**src/rtl/ysyx_22050612_pkg.sv**
```systemverilog
// Shared types and constants for the ysyx_22050612 instruction fetch path.
package ysyx_22050612_pkg;

  typedef enum logic [1:0] {
    ST_IDLE = 2'd0,
    ST_REQ  = 2'd1,
    ST_WAIT = 2'd2,
    ST_HOLD = 2'd3
  } fetch_state_e;

  localparam logic [63:0] FETCH_RESET_PC = 64'h8000_0000;
  localparam int unsigned FETCH_INST_W   = 32;
  localparam logic [63:0] PC_STEP        = 64'd4;

endpackage

```
**src/rtl/ysyx_22050612_fetch_pc.sv**
```systemverilog
// Architectural PC, pending redirect target and kill flag with next-PC select.
module ysyx_22050612_fetch_pc
  import ysyx_22050612_pkg::*;
#(
  parameter logic [63:0] RESET_PC = FETCH_RESET_PC
) (
  input  logic         clk,
  input  logic         rst,
  input  fetch_state_e state_i,
  input  logic         redirect_valid_i,
  input  logic [63:0]  redirect_pc_i,
  input  logic         rsp_valid_i,
  input  logic         inst_ready_i,
  output logic [63:0]  pc_o,
  output logic         kill_o
);

  logic [63:0] pc_q, pc_d;
  logic [63:0] pending_q, pending_d;
  logic        kill_q, kill_d;
  logic [63:0] target;

  assign target = redirect_pc_i & ~64'h3;

  always_comb begin
    pc_d      = pc_q;
    pending_d = pending_q;
    kill_d    = kill_q;
    case (state_i)
      ST_IDLE: begin
        if (redirect_valid_i) pc_d = target;
      end
      // The request address must not move while it is on the bus, so park the target.
      ST_REQ: begin
        if (redirect_valid_i) begin
          pending_d = target;
          kill_d    = 1'b1;
        end
      end
      ST_WAIT: begin
        if (rsp_valid_i) begin
          kill_d = 1'b0;
          if (redirect_valid_i) pc_d = target;
          else if (kill_q)      pc_d = pending_q;
        end else if (redirect_valid_i) begin
          pending_d = target;
          kill_d    = 1'b1;
        end
      end
      ST_HOLD: begin
        if (redirect_valid_i)  pc_d = target;
        else if (inst_ready_i) pc_d = pc_q + PC_STEP;
      end
      default: ;
    endcase
  end

  always_ff @(posedge clk or posedge rst) begin
    if (rst) begin
      pc_q      <= RESET_PC;
      pending_q <= 64'd0;
      kill_q    <= 1'b0;
    end else begin
      pc_q      <= pc_d;
      pending_q <= pending_d;
      kill_q    <= kill_d;
    end
  end

  assign pc_o   = pc_q;
  assign kill_o = kill_q;

endmodule

```
**src/rtl/ysyx_22050612_fetch_unit.sv**
```systemverilog
// Single-outstanding instruction fetch: request, wait for response, hold for decode.
//   state | meaning
//   IDLE  | first cycle after reset release
//   REQ   | request for pc on the imem request channel
//   WAIT  | request accepted, waiting for the response (may be killed)
//   HOLD  | instruction presented to decode
module ysyx_22050612_fetch_unit
  import ysyx_22050612_pkg::*;
#(
  parameter logic [63:0] RESET_PC = FETCH_RESET_PC,
  parameter int unsigned INST_W   = FETCH_INST_W
) (
  input  logic              clk,
  input  logic              rst,
  output logic              imem_req_valid,
  input  logic              imem_req_ready,
  output logic [63:0]       imem_req_addr,
  input  logic              imem_rsp_valid,
  input  logic [INST_W-1:0] imem_rsp_data,
  output logic              inst_valid,
  input  logic              inst_ready,
  output logic [INST_W-1:0] inst,
  output logic [63:0]       inst_pc,
  input  logic              redirect_valid,
  input  logic [63:0]       redirect_pc,
  output logic [63:0]       fetch_cnt
);

  fetch_state_e      state_q;
  logic              req_valid_q;
  logic              inst_valid_q;
  logic [INST_W-1:0] inst_q;
  logic [63:0]       inst_pc_q;
  logic [63:0]       cnt_q;
  logic [63:0]       pc;
  logic              kill;

  ysyx_22050612_fetch_pc #(.RESET_PC(RESET_PC)) u_pc (
    .clk              (clk),
    .rst              (rst),
    .state_i          (state_q),
    .redirect_valid_i (redirect_valid),
    .redirect_pc_i    (redirect_pc),
    .rsp_valid_i      (imem_rsp_valid),
    .inst_ready_i     (inst_ready),
    .pc_o             (pc),
    .kill_o           (kill)
  );

  always_ff @(posedge clk or posedge rst) begin
    if (rst) begin
      state_q      <= ST_IDLE;
      req_valid_q  <= 1'b0;
      inst_valid_q <= 1'b0;
      inst_q       <= '0;
      inst_pc_q    <= RESET_PC;
      cnt_q        <= 64'd0;
    end else begin
      case (state_q)
        ST_IDLE: begin
          state_q     <= ST_REQ;
          req_valid_q <= 1'b1;
        end
        ST_REQ: begin
          if (imem_req_ready) begin
            state_q     <= ST_WAIT;
            req_valid_q <= 1'b0;
          end
        end
        ST_WAIT: begin
          if (imem_rsp_valid) begin
            // Wrong-path data is dropped here and never reaches decode.
            if (redirect_valid || kill) begin
              state_q     <= ST_REQ;
              req_valid_q <= 1'b1;
            end else begin
              state_q      <= ST_HOLD;
              inst_valid_q <= 1'b1;
              inst_q       <= imem_rsp_data;
              inst_pc_q    <= pc;
            end
          end
        end
        ST_HOLD: begin
          if (redirect_valid || inst_ready) begin
            state_q      <= ST_REQ;
            req_valid_q  <= 1'b1;
            inst_valid_q <= 1'b0;
            if (!redirect_valid) cnt_q <= cnt_q + 64'd1;
          end
        end
        default: begin
          state_q      <= ST_IDLE;
          req_valid_q  <= 1'b0;
          inst_valid_q <= 1'b0;
        end
      endcase
    end
  end

  assign imem_req_valid = req_valid_q;
  assign imem_req_addr  = pc;
  assign inst_valid     = inst_valid_q;
  assign inst           = inst_q;
  assign inst_pc        = inst_pc_q;
  assign fetch_cnt      = cnt_q;

endmodule

```
**config.mk**
```make
export PLATFORM = sky130hd
export DESIGN_NAME = ysyx_22050612_fetch_unit
export DESIGN_NICKNAME = d
export VERILOG_FILES = /design/src/rtl/ysyx_22050612_pkg.sv /design/src/rtl/ysyx_22050612_fetch_pc.sv /design/src/rtl/ysyx_22050612_fetch_unit.sv
export SDC_FILE = /design/constraint.sdc
export NUM_CORES = 1
export LEC_CHECK = 0
export ABC_AREA = 1
export CORE_MARGIN = 5
export CORE_UTILIZATION = 58
export CTS_BUF_LIST = sky130_fd_sc_hd__clkbuf_8
export DETAILED_ROUTE_END_ITERATION = 12
export PLACE_DENSITY = 0.89
export SLEW_MARGIN = 10
export SYNTH_ARGS = -nofsm -noshare
export SYNTH_HDL_FRONTEND = slang
export SYNTH_SLANG_ARGS = --single-unit
```
**constraint.sdc**
```tcl
create_clock -name clk -period 21 [get_ports clk]
set_input_delay 6.3 -clock clk [delete_from_list [all_inputs] [get_ports clk]]
set_output_delay 6.3 -clock clk [all_outputs]
set_load 0.01 [all_outputs]
```
==> summary.txt <==
Status: finished clean
Final Util: 75.1%
Htree depth: 2
Residual DRC count: 0
Largest family of logic cells by synthesized area: simple AND/OR/NAND/NOR gates
Worst IR drop on VDD: 0.0870 mV
Clock buffer depth: 3
DR pass1 iterations: 6
Crit path required time: 21.47 ns
Final Non-Filler Cells: 2867
Max-slew headroom: 19.6%
Mapped Area: 16200 sq um
Routed WL per cell: 19.9 um
Cts hold-fix bufs: 0
Max-cap viol count: 0
Seq/Total Area, Yosys: 45.4%
Post-layout minimum cycle time: 8.71 ns
Antenna violations before repair: 4
Chip height: 177 um
Total grt overflow: 0
Mux contribution to synthesized area: 3.84%
Worst-margin pin slew: 1.21 ns
Die X-Extent: 177 um
Reg-to-reg endpoint: u_pc.pc_o[11]
Post-synthesis simple-gate area fraction: 26.2%
CTS buffer count: 50
Detailed placement HPWL: 42.5 mm
Clock-pin transition on the worst setup and hold timing paths: 0.06 ns
Yosys warning total: 0
Slew Limit Fails: 0
Routability cong.: 0.990
Core Box Area: 27600 sq um
Area growth syn-to-layout: 28.4%
Clock Sink Count: 293
Synth async-reset ratio: 100%
EDFF count, synth: 0
FILL cells: 2107
Clock root buffer: clkbuf_8
CP Launch Type: primary input
CP Class: primary input to flop
Compound-gate portion of the synthesized area: 13.4%
Largest net degree at the start of global routing: 130
CP max FO: 69
FF+latch count, synth: 293
Drt initial violations: 1707
CTS tree: built
R2R depth: 10
Tcrit/Tclk final: 41.5%
Adder-Cell Fraction of Synth Area: 0.542%
Hold Crit Class: flop to flop
Yosys cell types: 46
Port buffer count: 325
Launch point of the worst reg-to-reg path: state_q[0]
First-pass GRT wire length: 88.3 mm
DIE AREA: 31300 sq um
Unrepaired setup endpoints after global routing: false
Dominant synthesized flop cell: dfrtp_1
Via count: 16.4k
NumNets Final: 2554
Placed cell count: 2771
Setup violators final: 0
PD cells: 129 nW/um^2
Postcts setup bufs: 0
Max Clk Rate: 0.115 GHz
Initial Util: 58.5%
LEAKAGE: 9.49 nW
CP arrival: 9.18 ns
Site row count: 61
Mean post-synth cell area: 7.58 sq um
CP startpoint: redirect_valid
Antenna viol nets, final: 0
Total track usage: 35.9%
Flop-to-flop setup slack: 17.51 ns
Layout cells sized above 1: 6.63%
Syn_nets: 2240
Setup_tns: 0 ns
Final Hold Viols: 0
Post-CTS sizing: 0
Post-Synthesis Cells: 2131
Worst setup EP type: flop
Clock Skew: 0.0343 ns
Synth Area in XOR/XNOR: 2.44%
Worst skew pair latency: 0.59 ns
Vias in the first global route: 15.7k
I/O pin total: 328
End point of the critical path: u_pc.pc_o[11]
WL final: 57.2 mm
Via/cell ratio: 5.72
[through the flow]
step	power (mW)	hold slack (ns)	cell area [sq um]	worst slack (ns)
6_report	2.67	0.484	20700	12.29
5_1_grt	2.82	0.514	20700	12.11
4_1_cts	2.65	0.487	20700	12.42
3_5_place_dp	2.10	0.473	19700	11.83
3_3_place_gp	2.06	0.465	19700	11.91
2_1_floorplan	1.56	0.486	16200	6.61
[metal layers]
| layer | up-vias | GRT usage [%] | share of wire [%] |
|---|---|---|---|
| met5 | - | 0 | 0.077 |
| met4 | 6 | 11.9 | 3.7 |
| met3 | 147 | 6.20 | 8.6 |
| met2 | 836 | 58.8 | 48 |
| met1 | 7868 | 48.9 | 40 |
| li1 | 7543 | - | - |
[cells in the mapped netlist, drive strengths merged (3+ instances only)]
cell type / count / area (sq um)
a211oi: 31 / 233
a21boi: 39 / 293
a21oi: 62 / 314
a22o: 20 / 175
a22oi: 11 / 82.6
buf: 35 / 181
clkbuf: 40 / 150
dfrtp: 291 / 7280
ha: 7 / 87.6
inv: 263 / 987
mux2: 32 / 360
mux2i: 26 / 260
nand2: 551 / 2080
nand3: 127 / 641
nand3b: 6 / 45.0
nand4: 30 / 209
nor2: 277 / 1090
nor3: 26 / 135
nor4: 3 / 18.8
o211ai: 9 / 67.6
o21a: 5 / 37.5
o21ai: 180 / 901
o22ai: 4 / 25.0
xnor2: 15 / 131
xor2: 30 / 263
[power breakdown]
group          switching [mW]  total [mW]  internal, mW
Sequential              0.200       0.967         0.767
Clock                   0.247       0.545         0.298
Combinational           0.665        1.16         0.495
[sequential cells by signal, indices dropped and copies added, names as in the netlist]
register,count
inst,32
state_q,2
fetch_cnt,64
imem_req_valid,1
u_pc.pending_q,64
inst_valid,1
inst_pc,64
u_pc.pc_o,64
u_pc.kill_o,1
[worst min-delay path by stage]
stage,end,slack (ns),cells after the start,startpoint
after floorplan,u_pc.pc_o[0],0.49,2,u_pc.pending_q[0]
after global placement,inst_pc[43],0.47,2,inst_pc[43]
after detailed placement,inst_pc[43],0.47,2,inst_pc[43]
after CTS,inst_pc[43],0.49,2,inst_pc[43]
after global routing,inst_pc[31],0.51,2,inst_pc[31]
final,inst_pc[24],0.48,2,inst_pc[24]
[worst max-delay path, cell delays in order]
cell and delay, ns:
buf_4 0.54, nor2_1 0.27, nand2_1 0.21, nand4_4 0.11, buf_4 0.32, nor2_2 0.65
inv_2 0.33, a31oi_1 0.32, nor2_1 0.07
[area by class of cell]
cell class	instances	area [sq um]	share of cell area, %
Clock inverter	27	149	0.718
Timing Repair Buffer	337	3340	16.1
Clock buffer	67	922	4.45
Antenna cell	2	5.00	0.0241
Tap cell	378	473	2.28
Inverter	263	995	4.80
Sequential cell	293	7330	35.4
Multi-Input combinational cell	1500	7520	36.3
[cell families after synthesis]
logic type / count (synthesis)
simple gates: 1024
fa+ha+maj: 7
xor+xnor: 45
flops: 293
compound gates: 366
buf+inv: 338
mux: 58
[layout by cell type (no fill, tap or decap), drive strengths merged, types with 39 or more instances in the layout]
master         instances
clkbuf                67
a21oi                 62
dfrtp                291
clkdlybuf4s50        324
o21ai                180
nand2                551
nor2                 277
nand3                127
inv                  274
a21boi                39
Note: power is estimated with default switching activity, not from simulation.
